==> config.mk <==
export PLATFORM = sky130hd
export DESIGN_NAME = mem_req_initiator
export DESIGN_NICKNAME = d
export VERILOG_FILES = /design/src/rtl/mem_if_pkg.sv /design/src/rtl/mem_req_initiator_rr_arb2.sv /design/src/rtl/mem_req_initiator.sv
export SDC_FILE = /design/constraint.sdc
export NUM_CORES = 1
export LEC_CHECK = 0
export BUFFER_PORTS_ARGS = -buffer_cell sky130_fd_sc_hd__buf_4
export CAP_MARGIN = 20
export CORE_AREA = 2 2 338 340
export DETAILED_ROUTE_END_ITERATION = 8
export DIE_AREA = 0 0 340 342
export GPL_TIMING_DRIVEN = 1
export HOLD_SLACK_MARGIN = 0.15
export PLACE_DENSITY_LB_ADDON = 0.1
export RECOVER_POWER = 50
export SLEW_MARGIN = 0
export SYNTH_ARGS = -nofsm -noshare
export SYNTH_HDL_FRONTEND = slang
export SYNTH_HIERARCHICAL = 1
export SYNTH_SLANG_ARGS = --single-unit
==> constraint.sdc <==
create_clock -name clk -period 3.32 [get_ports clk]
set_input_delay 0 -clock clk [delete_from_list [all_inputs] [get_ports clk]]
set_output_delay 0 -clock clk [all_outputs]
set_load 0.01 [all_outputs]
==> src/rtl/mem_if_pkg.sv <==
// Shared definitions for the slow-memory line interface.
//   LINE_ADDR_W : line address width (byte address bits [31:4])
//   LINE_W      : line data width
//   state_t     : request sequencer states IDLE / ISSUE / DONE
//   CLI_I/CLI_D : client indices (0 = I-side, 1 = D-side)
package mem_if_pkg;
  localparam int LINE_ADDR_W = 28;
  localparam int LINE_W      = 128;

  localparam int CLI_I = 0;
  localparam int CLI_D = 1;

  typedef enum logic [1:0] {
    IDLE  = 2'd0,
    ISSUE = 2'd1,
    DONE  = 2'd2
  } state_t;
endpackage

==> src/rtl/mem_req_initiator_rr_arb2.sv <==
// rr_arb2: two-way round-robin arbiter.
// Ports:
//   req[1:0]   : request vector, bit i = client i
//   rr_last    : index of the client that won the previous arbitration
//   grant[1:0] : one-hot grant (all zero when nothing requests)
// A lone requester always wins; on a tie the client that did not win last
// time is granted.
module rr_arb2
  import mem_if_pkg::*;
(
  input  logic [1:0] req,
  input  logic       rr_last,
  output logic [1:0] grant
);

  always_comb begin
    grant = 2'b00;
    if (req[CLI_I] && (!req[CLI_D] || rr_last == 1'(CLI_D))) begin
      grant[CLI_I] = 1'b1;
    end else if (req[CLI_D]) begin
      grant[CLI_D] = 1'b1;
    end
  end

endmodule

==> src/rtl/mem_req_initiator.sv <==
// mem_req_initiator: initiator side of the slow-memory line protocol.
// Arbitrates line reads/writes from two cache clients (0 = I-side,
// 1 = D-side) and runs one transaction at a time on the memory port.
// Sequence per transaction: IDLE (arbitrate + latch) -> ISSUE (strobe held
// until mem_ready) -> DONE (one-cycle ack to the winner) -> IDLE.
//
// Ports:
//   clk, rst_n                      : clock, async active-low reset
//   cX_req/cX_we/cX_addr/cX_wdata   : client X request, write flag, line
//                                     address, write line
//   cX_ack/cX_rdata                 : client X done pulse, read line
//                                     (held until the next ack to X)
//   mem_read/mem_write              : memory strobes, never both high
//   mem_addr/mem_wdata              : memory line address / write line
//   mem_rdata/mem_ready             : memory read line / completion pulse
//   busy                            : high in ISSUE and DONE
//   err                             : sticky timeout flag
//
// Build option: define MEM_TIMEOUT_EN to add the ISSUE watchdog. A timed-out
// transaction is acked with rdata = 0 and err is set until reset. Without
// the macro err is tied low and ISSUE waits for mem_ready indefinitely.
module mem_req_initiator #(
  parameter int ADDR_W  = mem_if_pkg::LINE_ADDR_W,
  parameter int LINE_W  = mem_if_pkg::LINE_W,
  parameter int TIMEOUT = 1023
) (
  input  logic              clk,
  input  logic              rst_n,
  input  logic              c0_req,
  input  logic              c0_we,
  input  logic [ADDR_W-1:0] c0_addr,
  input  logic [LINE_W-1:0] c0_wdata,
  output logic              c0_ack,
  output logic [LINE_W-1:0] c0_rdata,
  input  logic              c1_req,
  input  logic              c1_we,
  input  logic [ADDR_W-1:0] c1_addr,
  input  logic [LINE_W-1:0] c1_wdata,
  output logic              c1_ack,
  output logic [LINE_W-1:0] c1_rdata,
  output logic              mem_read,
  output logic              mem_write,
  output logic [ADDR_W-1:0] mem_addr,
  output logic [LINE_W-1:0] mem_wdata,
  input  logic [LINE_W-1:0] mem_rdata,
  input  logic              mem_ready,
  output logic              busy,
  output logic              err
);
  import mem_if_pkg::*;

  state_t              state_q, state_d;
  logic                rr_last_q;
  logic                win_q;
  logic                we_q;
  logic [ADDR_W-1:0]   addr_q;
  logic [LINE_W-1:0]   wdata_q;
  logic [LINE_W-1:0]   c0_rdata_q, c1_rdata_q;
  logic [1:0]          req, grant;
  logic                latch_en;
  logic                timeout_hit;
  logic                issue_end;
  logic [LINE_W-1:0]   line_in;

  assign req = {c1_req, c0_req};

  rr_arb2 u_arb (
    .req     (req),
    .rr_last (rr_last_q),
    .grant   (grant)
  );

`ifdef MEM_TIMEOUT_EN
  localparam logic [9:0] TMO_LAST = 10'(TIMEOUT - 1);

  logic [9:0] tmo_cnt_q;
  logic       err_q;

  // The counter sits at zero outside ISSUE, so every ISSUE starts from 0.
  // The limit is hit on the TIMEOUT-th ISSUE cycle without mem_ready.
  assign timeout_hit = (state_q == ISSUE) && !mem_ready && (tmo_cnt_q == TMO_LAST);

  always_ff @(posedge clk or negedge rst_n) begin
    if (!rst_n) begin
      tmo_cnt_q <= '0;
      err_q     <= 1'b0;
    end else begin
      if (state_q != ISSUE) begin
        tmo_cnt_q <= '0;
      end else if (!mem_ready) begin
        tmo_cnt_q <= tmo_cnt_q + 10'd1;
      end
      if (timeout_hit) begin
        err_q <= 1'b1;
      end
    end
  end

  assign err = err_q;
`else
  assign timeout_hit = 1'b0;
  assign err         = 1'b0;
`endif

  assign issue_end = (state_q == ISSUE) && (mem_ready || timeout_hit);
  assign line_in   = timeout_hit ? '0 : mem_rdata;

  // State register
  always_ff @(posedge clk or negedge rst_n) begin
    if (!rst_n) begin
      state_q <= IDLE;
    end else begin
      state_q <= state_d;
    end
  end

  // Next state and outputs. Strobes decode straight from the state register
  // so an async reset removes them without waiting for a clock.
  always_comb begin
    state_d   = state_q;
    latch_en  = 1'b0;
    mem_read  = 1'b0;
    mem_write = 1'b0;
    busy      = 1'b0;
    c0_ack    = 1'b0;
    c1_ack    = 1'b0;
    case (state_q)
      IDLE: begin
        if (|req) begin
          latch_en = 1'b1;
          state_d  = ISSUE;
        end
      end
      ISSUE: begin
        busy      = 1'b1;
        mem_read  = ~we_q;
        mem_write = we_q;
        if (issue_end) begin
          state_d = DONE;
        end
      end
      DONE: begin
        busy    = 1'b1;
        c0_ack  = (win_q == 1'(CLI_I));
        c1_ack  = (win_q == 1'(CLI_D));
        state_d = IDLE;
      end
      default: state_d = IDLE;
    endcase
  end

  // Request latch and per-client read-line holding registers
  always_ff @(posedge clk or negedge rst_n) begin
    if (!rst_n) begin
      rr_last_q  <= 1'b1;
      win_q      <= 1'b0;
      we_q       <= 1'b0;
      addr_q     <= '0;
      wdata_q    <= '0;
      c0_rdata_q <= '0;
      c1_rdata_q <= '0;
    end else begin
      if (latch_en) begin
        win_q     <= grant[CLI_D];
        rr_last_q <= grant[CLI_D];
        if (grant[CLI_D]) begin
          we_q    <= c1_we;
          addr_q  <= c1_addr;
          wdata_q <= c1_wdata;
        end else if (grant[CLI_I]) begin
          we_q    <= c0_we;
          addr_q  <= c0_addr;
          wdata_q <= c0_wdata;
        end
      end
      // Writes leave the client's read line alone unless they timed out.
      if (issue_end && (!we_q || timeout_hit)) begin
        if (win_q == 1'(CLI_D)) begin
          c1_rdata_q <= line_in;
        end else begin
          c0_rdata_q <= line_in;
        end
      end
    end
  end

  assign mem_addr  = addr_q;
  assign mem_wdata = wdata_q;
  assign c0_rdata  = c0_rdata_q;
  assign c1_rdata  = c1_rdata_q;

endmodule
==> impl_metrics.ini, run 1 <==
[die]
die_area_um2 = 116000
fp.coreArea_um2 = 113000
die_x_um = 340
initial_core_util = 0.152
io_pins = 865
die_y_um = 342
std_cell_rows = 124

[cts]
clock_path_buffers = 3
post-cts-setup-buffer-count = 0
cts-buffers-inserted = 53
cts_root_buffer = clkbuf_16
clkSinkCount = 417
cts_tree = built
clk_latency_ns = 0.62
htreeDepth = 2
path_clk_slew_ns = 0.06

[cells_and_area]
drive_gt1_frac = 0.313
utilization = 0.277
num-nets-final = 3155
nFillCells = 12200
synthToLayoutAreaGrowth_pct = 82.0

[power]
power_uw = 24300
p_leak_uw = 0.0140
p_per_area_nw_per_um2 = 777
ir_worst_vdd_v = 0.000320

[logic_synthesis]
synthArstFlopShare = 1.00
synth_ff_type = dfrtp_1
yosys.area.top_type = dfrtp_1
syn_area_um2 = 17200
yosys-top-cells-count = dfrtp_1, mux2_2, nand2_1
synth_fa_ha_area_frac = 0.00291
synth_xor_area_frac = 0
yosys.area_share.simple = 0.0389
synth_top_area_share = 0.605
synthMostInstantiatedCell = dfrtp_1
synthCells = 1254
ys_warn_count = 6
synth_compound_area_frac = 0.0498
ys_ff_latch = 417
synth_top_family_by_area = multiplexers
syn_area_per_cell_um2 = 13.7
syn_nets = 1705
synth_area_leaders = dfrtp_1, mux2_2, mux2i_1, o21ai_0, nand2_1
synth_mux_area_frac = 0.260
synth.distinct_cells = 30
synth_edf_count = 0
ys_seq_area_frac = 0.607

[setup_path]
cp_slowest_cell = dlygate4sd3_1
crit_arrival_ns = 3.59
critPathMaxFanout = 72
crit_buf_inv = 4
critical-path-top-delay-family = buffers and inverters
timing.critical_path.from = rr_last_q
rr_startpoint = rr_last_q
cp-end-kind = flip-flop
cp_data_required_time_ns = 3.82
path_cells = a21boi_4 > buf_12 > buf_12 > mux2i_1 > dlygate4sd3_1 > o21ai_0 > dlygate4sd3_1
critical_path_class = reg -> reg
cp_slowest_stage_delay_ns = 0.58
start_kind = flip-flop

[place]
dp_hpwl_um = 56200
gp_congestion = 0.765
dp_slack_ns = 0.890
portBuffers = 863

[job]
maxCapViolCount = 1

[timing]
rsz0062_at_grt = no
max_freq_mhz = 324
hold_viol = 0
min_period_ns = 3.09
fin_ws_ns = 0.233
slew_headroom = -0.0514
fin_tns_setup_ns = 0
hold_ws_ns = 0.210
finalSetupViolCount = 0
worst_pin_slew_ns = 1.58
slew_viol_final = 37
skew_ns = 0.0153
period_share = 0.930

[route]
first_pass_iters = 4
drc_errors = 0
vias_per_cell = 3.61
totalWireLength_um = 75100
wl_per_cell_um = 17.7
drtIter0Drc = 263
num_vias = 15300
ant_nets = 0

[grt]
grt_pass1_wl_um = 110000
grt_usage = 0.125
grt_max_degree = 125
grt.overflow.total = 0
antenna_found_initial = 10
grt_pass1_vias = 16800

[run_status]
status = finished with violations
violations = capacitance limit, slew limit

[worst_hold_path]
hold_start = mem_rdata[22]
hold_path_class = in -> reg
[final cells by class]
class / count / area [um2] / share of cell area
antenna: 4 / 10.0 / 0.000320
clock buffer: 76 / 1520 / 0.0486
clock inverter: 14 / 158 / 0.00504
inverter: 3 / 11.3 / 0.000360
multi-input combinational: 753 / 6060 / 0.194
sequential: 417 / 10400 / 0.333
tap: 1512 / 1890 / 0.0604
timing repair buffer: 1476 / 11200 / 0.358
[tightest hold or removal path: cells and delay by family]
| kind | cells | cell delay, ns |
|---|---|---|
| mux | 1 | 0.13 |
| buf+inv | 2 | 0.66 |
[through the flow]
step	instances	area (um2)
after CTS	4251	32800
after detailed placement	3580	25300
after floorplan	1254	17200
final	4255	31300
after global routing	4255	31300
after global placement	3580	25300
[layout by cell type, fill, tap and decap left out, types with 2 or more instances in the layout]
cell type,synthesis,layout
buf_12,0,8
mux2_2,257,257
nor2b_1,2,2
buf_4,10,502
inv_1,3,3
clkbuf_16,0,53
nand2_1,161,161
clkbuf_1,13,393
dlygate4sd3_1,0,580
o21ai_0,122,122
clkinv_2,0,5
clkbuf_2,2,4
clkbuf_8,10,11
dfrtp_1,416,416
bufinv_16,0,2
diode_2,0,4
clkinvlp_4,0,3
o21ai_1,37,37
clkinv_8,0,2
and2_1,2,2
ha_1,4,4
mux2i_1,157,157
[report_power, final]
part,internal (uW),switching (uW)
logic,4440,5340
registers,7590,1320
clock network,3320,2330
total,15300,8990
[sequential cells by signal, indices dropped and copies added (netlist names)]
register   count
c0_rdata     128
c1_rdata     128
mem_addr      28
mem_wdata    128
rr_last_q      1
state_q        2
we_q           1
win_q          1
[metal layers]
metal  global-route usage  up-vias  part of all wire  wire, um
li1                     -     7270                 -         -
met1                0.134     7383              0.38     28300
met2                0.225      553              0.50     37900
met3               0.0432      129             0.077      5820
met4               0.0494        8             0.040      3000
met5                    0        -           0.00064        48
[cell families after synthesis]
group | Yosys count
AND/OR/NAND/NOR | 169
multiplexers | 414
buffers and inverters | 84
adder cells (fa/ha/maj) | 4
AO/OA/AOI/OAI | 165
other | 1
flip-flops | 417
[repair_timing]
action	in CTS	in global routing
gates resized for setup	0	0
hold endpoints to repair	673	0
hold buffers	581	0
[final timing paths]
check	end	slack [ns]	cells past startpoint
setup / recovery	mem_wdata[75]	0.23	7
hold / removal	c1_rdata[22]	0.21	3
setup reg to reg	mem_wdata[75]	0.23	7
hold reg to reg	mem_wdata[73]	0.48	2
max in group asynchronous	mem_wdata[50]	0.57	4
min in group asynchronous	we_q	0.90	3
Note: power is estimated with default switching activity, not from simulation.
==> run 2: changes to the inputs <==
--- a/config.mk
+++ b/config.mk
@@ -13,7 +13,7 @@
 export GPL_TIMING_DRIVEN = 1
 export HOLD_SLACK_MARGIN = 0.15
 export PLACE_DENSITY_LB_ADDON = 0.1
-export RECOVER_POWER = 50
+export RECOVER_POWER = 100
 export SLEW_MARGIN = 0
 export SYNTH_ARGS = -nofsm -noshare
 export SYNTH_HDL_FRONTEND = slang
==> run 2 against run 1 <==
Against the previous run:
- the run now ends clean
- maximum frequency fell by 1.1%
- critical path depth did not move
- flip-flop and latch count is the same
- die area stayed put
- combinational power is 2.8% lower
- non-clock buffer count unchanged
- via count up 0.14%
- clock skew shrank 0.00063 ns
- largest cell class unchanged
- largest power group unchanged
==> impl_metrics.ini, run 2 (same netlist as run 1, synthesis figures left out) <==
[setup_path]
path_cells = a21boi_4 > buf_12 > buf_12 > mux2i_1 > dlygate4sd3_1 > o21ai_0 > dlygate4sd3_1
critical-path-top-delay-family = buffers and inverters
cp-end-kind = flip-flop
critPathMaxFanout = 72
critical_path_class = reg -> reg
start_kind = flip-flop
crit_arrival_ns = 3.62
crit_buf_inv = 4
cp_slowest_stage_delay_ns = 0.57
cp_data_required_time_ns = 3.82
cp_slowest_cell = dlygate4sd3_1

[cts]
clock_path_buffers = 3
cts_resized = 0
clkSinkCount = 417
post-cts-setup-buffer-count = 0
cts_root_buffer = clkbuf_16
clk_latency_ns = 0.61
postCtsHoldBufs = 581
path_clk_slew_ns = 0.06
cts-buffers-inserted = 53
cts_tree = built
htreeDepth = 2

[route]
drc_errors = 0
totalWireLength_um = 75200
drtIter0Drc = 280
first_pass_iters = 4
num_vias = 15400
wl_per_cell_um = 17.7
vias_per_cell = 3.61
ant_nets = 0

[die]
die_y_um = 342
io_pins = 865
die_x_um = 340
die_area_um2 = 116000
fp.coreArea_um2 = 113000
std_cell_rows = 124
initial_core_util = 0.152

[run_status]
status = complete, no violations

[power]
p_leak_uw = 0.0138
p_per_area_nw_per_um2 = 775
power_uw = 24100
ir_worst_vdd_v = 0.000319

[timing]
worst_pin_slew_ns = 1.45
min_period_ns = 3.12
rsz0062_at_grt = no
period_share = 0.940
fin_tns_setup_ns = 0
skew_ns = 0.0147
max_freq_mhz = 320
slew_viol_final = 0
slew_headroom = 0.0309
hold_ws_ns = 0.209
finalSetupViolCount = 0
hold_viol = 0
fin_ws_ns = 0.198

[grt]
grt_usage = 0.125
grt_pass1_wl_um = 110000
grt_max_degree = 125
antenna_found_initial = 10
grt.overflow.total = 0
grt_pass1_vias = 16800

[place]
dp_hpwl_um = 56200
portBuffers = 863
gp_congestion = 0.765
dp_slack_ns = 0.890

[cells_and_area]
nFillCells = 12200
drive_gt1_frac = 0.295
layout_commonest_cell = dlygate4sd3_1
multi_input_area_um2 = 6050
register_area_um2 = 10400
num-nets-final = 3155
synthToLayoutAreaGrowth_pct = 80.5
final_cell_mix = dlygate4sd3_1, buf_4, clkbuf_1
utilization = 0.275

[job]
maxCapViolCount = 0

[worst_hold_path]
hold_path_class = in -> reg
## run 2: worst paths after layout
path	from	endpoint	slack [ns]	depth (start not counted)
worst max-delay path	rr_last_q	mem_wdata[79]	0.20	7
worst min-delay path	mem_rdata[22]	c1_rdata[22]	0.21	3
worst max register to register	rr_last_q	mem_wdata[79]	0.20	7
worst min register to register	mem_wdata[73]	mem_wdata[73]	0.48	2
max in group asynchronous	rst_n	mem_wdata[50]	0.67	4
min in group asynchronous	rst_n	we_q	0.85	3
## run 2: worst register-to-register path, cell delays in order (launching register included)
cell and delay [ns]:
dfstp_1 0.40, a21boi_4 0.21, buf_12 0.27, buf_12 0.54, mux2i_1 0.39, dlygate4sd3_1 0.57, o21ai_0 0.06, dlygate4sd3_1 0.57
## run 2: per-layer routing
metal | global-route usage | share of wire
met1 | 0.134 | 0.38
met2 | 0.225 | 0.50
met3 | 0.0432 | 0.075
met4 | 0.0494 | 0.039
met5 | 0 | 0.00064
## run 2: through the flow
step / cells / area [um2]
floorplan: 1254 / 17200
global placement: 3580 / 25300
detailed placement: 3580 / 25300
CTS: 4251 / 32800
global route: 4256 / 31100
finish: 4256 / 31100
## run 2: layout make-up
type	count	area share
Antenna cell	5	0.000403
Clock buffer	76	0.0490
Clock inverter	14	0.00508
Inverter	3	0.000363
Multi-Input combinational cell	753	0.195
Sequential cell	417	0.336
Tap cell	1512	0.0609
Timing Repair Buffer	1476	0.353
## run 2: where the power goes
part | total [uW] | leakage, uW | internal, uW | switching (uW)
registers | 8900 | 0.00510 | 7580 | 1320
clock network | 5650 | 0.000817 | 3320 | 2330
logic | 9510 | 0.00783 | 4190 | 5320
==> run 3: changes to the inputs <==
==> constraint.sdc (replaced) <==
create_clock -name clk -period 2.73 [get_ports clk]
set_input_delay 0 -clock clk [delete_from_list [all_inputs] [get_ports clk]]
set_output_delay 0 -clock clk [all_outputs]
set_load 0.01 [all_outputs]
==> run 3 against run 2 <==
Against the previous run:
- the flow now finishes with violations (capacitance limit, slew limit)
- critical path type unchanged
- routed wire length up 0.79%
- sequential share of layout area is 0.33 points lower
- non-clock buffer count down 4
- critical endpoint is now we_q
- die area did not move
==> impl_metrics.ini, run 3 (same netlist as run 1, synthesis figures left out) <==
[grt]
antenna_found_initial = 11
grt_max_degree = 83
grt_pass1_wl_um = 109000
grt.overflow.total = 0
grt_usage = 0.125
grt_pass1_vias = 16700

[die]
die_y_um = 342
fp.coreArea_um2 = 113000
std_cell_rows = 124
io_pins = 865
die_area_um2 = 116000
die_x_um = 340
initial_core_util = 0.152

[route]
wl_met1_um = 28200
ant_nets = 0
totalWireLength_um = 75800
num_vias = 15400
drc_errors = 0
drtIter0Drc = 305
wl_per_cell_um = 17.8
topRoutingLayerUsed = met5
vias_per_cell = 3.60
met3_length_um = 5780
first_pass_iters = 4
wl_met2_um = 39300

[power]
ir_worst_vdd_v = 0.000367
p_leak_uw = 0.0139
power_uw = 29900
p_per_area_nw_per_um2 = 954

[cells_and_area]
drive_gt1_frac = 0.303
register_area_um2 = 10400
layout_commonest_cell = dlygate4sd3_1
stdcell_count = 4263
multi_input_area_um2 = 6060
synthToLayoutAreaGrowth_pct = 82.3
final_cell_mix = dlygate4sd3_1, buf_4, clkbuf_1
num-nets-final = 3152
utilization = 0.277
nFillCells = 12200

[cts]
cts_tree = built
cts_root_buffer = clkbuf_16
clock_path_buffers = 3
cts-buffers-inserted = 54
path_clk_slew_ns = 0.06
clk_latency_ns = 0.63
clkSinkCount = 417
htreeDepth = 2

[worst_hold_path]
holdPathEnd = c0_rdata[8]
worst_hold_path.num_cells = 3
hold_path_class = in -> reg
hold_start = mem_rdata[8]

[timing]
finalSetupViolCount = 0
rsz0062_at_grt = no
period_share = 0.929
slew_viol_final = 7
fin_tns_setup_ns = 0
max_freq_mhz = 394
slew_headroom = -0.348
skew_ns = 0.0148
min_period_ns = 2.54
hold_viol = 0
worst_pin_slew_ns = 2.02

[place]
dp_hpwl_um = 56300
portBuffers = 863
placed_cells = 3588
gp_congestion = 0.776

[run_status]
violations = capacitance limit, slew limit
status = finished with violations

[setup_path]
r2r-end = we_q
cp_data_required_time_ns = 3.23
rr_startpoint = rr_last_q
rr_worst_depth = 6
cp-end-kind = flip-flop
critical_path_class = reg -> reg
r2r_slack_ns = 0.19
crit_arrival_ns = 3.04
critPathMaxFanout = 33
start_kind = flip-flop

[job]
maxCapViolCount = 1
## run 3: changes by cell type in the layout (fill, tap and decap cells not counted), moves of 5 or more
cell,change
buf_12,+6
dlygate4sd3_1,-13
clkinv_2,+5
clkbuf_1,-6
bufinv_16,+6
buf_4,+6
## run 3: where the power goes
group          switching [uW]  internal [uW]  total (uW)
logic                    6430           5000       11400
clock network            2970           4690        7660
registers                1590           9220       10800
total                   11000          18900       29900
## run 3: layout make-up
type                       count  share of cell area
sequential                   417               0.333
antenna                        6            0.000479
clock buffer                  76              0.0493
timing repair buffer        1472               0.352
tap                         1512              0.0603
clock inverter                24              0.0113
multi-input combinational    753               0.193
inverter                       3            0.000359
## run 3: critical path, cell delays in order (launching register included)
cell and delay [ns]:
dfstp_1 0.40, a21boi_4 0.21, buf_12 0.29, mux2i_1 0.28, dlygate4sd3_1 0.60, o21ai_0 0.07, dlygate4sd3_1 0.55
## run 3: timing repair
item | 4_1_cts | 5_1_grt
gates resized for setup | 0 | 1
hold buffers | 568 | 0
endpoints found under the hold margin | 834 | 0
buffers inserted | 0 | 0
endpoints found under the setup margin | 0 | 3
## run 3: metrics by stage
| stage | hold WS (ns) | cell area, um2 | worst slack [ns] |
|---|---|---|---|
| floorplan | -0.296 | 17200 | 0.958 |
| global placement | 0.0248 | 25400 | 0.574 |
| detailed placement | 0.0337 | 25400 | 0.571 |
| CTS | 0.151 | 33000 | 0.115 |
| global route | 0.159 | 31400 | 0.0774 |
| finish | 0.195 | 31400 | 0.193 |
## run 3: per-layer routing
metal | up-vias | GRT usage
li1 | 7304 | -
met1 | 7394 | 0.133
met2 | 547 | 0.228
met3 | 109 | 0.0424
met4 | 12 | 0.0448
met5 | - | 0
## run 3: worst max path at each step
stage,end,from,slack [ns],depth (start not counted)
floorplan,c0_rdata[100],state_q[1],0.96,7
global placement,mem_wdata[109],rr_last_q,0.57,4
global route,c0_rdata[54],state_q[1],0.08,7
detailed placement,c0_rdata[46],state_q[1],0.57,7
CTS,mem_wdata[98],rr_last_q,0.12,6
finish,we_q,rr_last_q,0.19,6
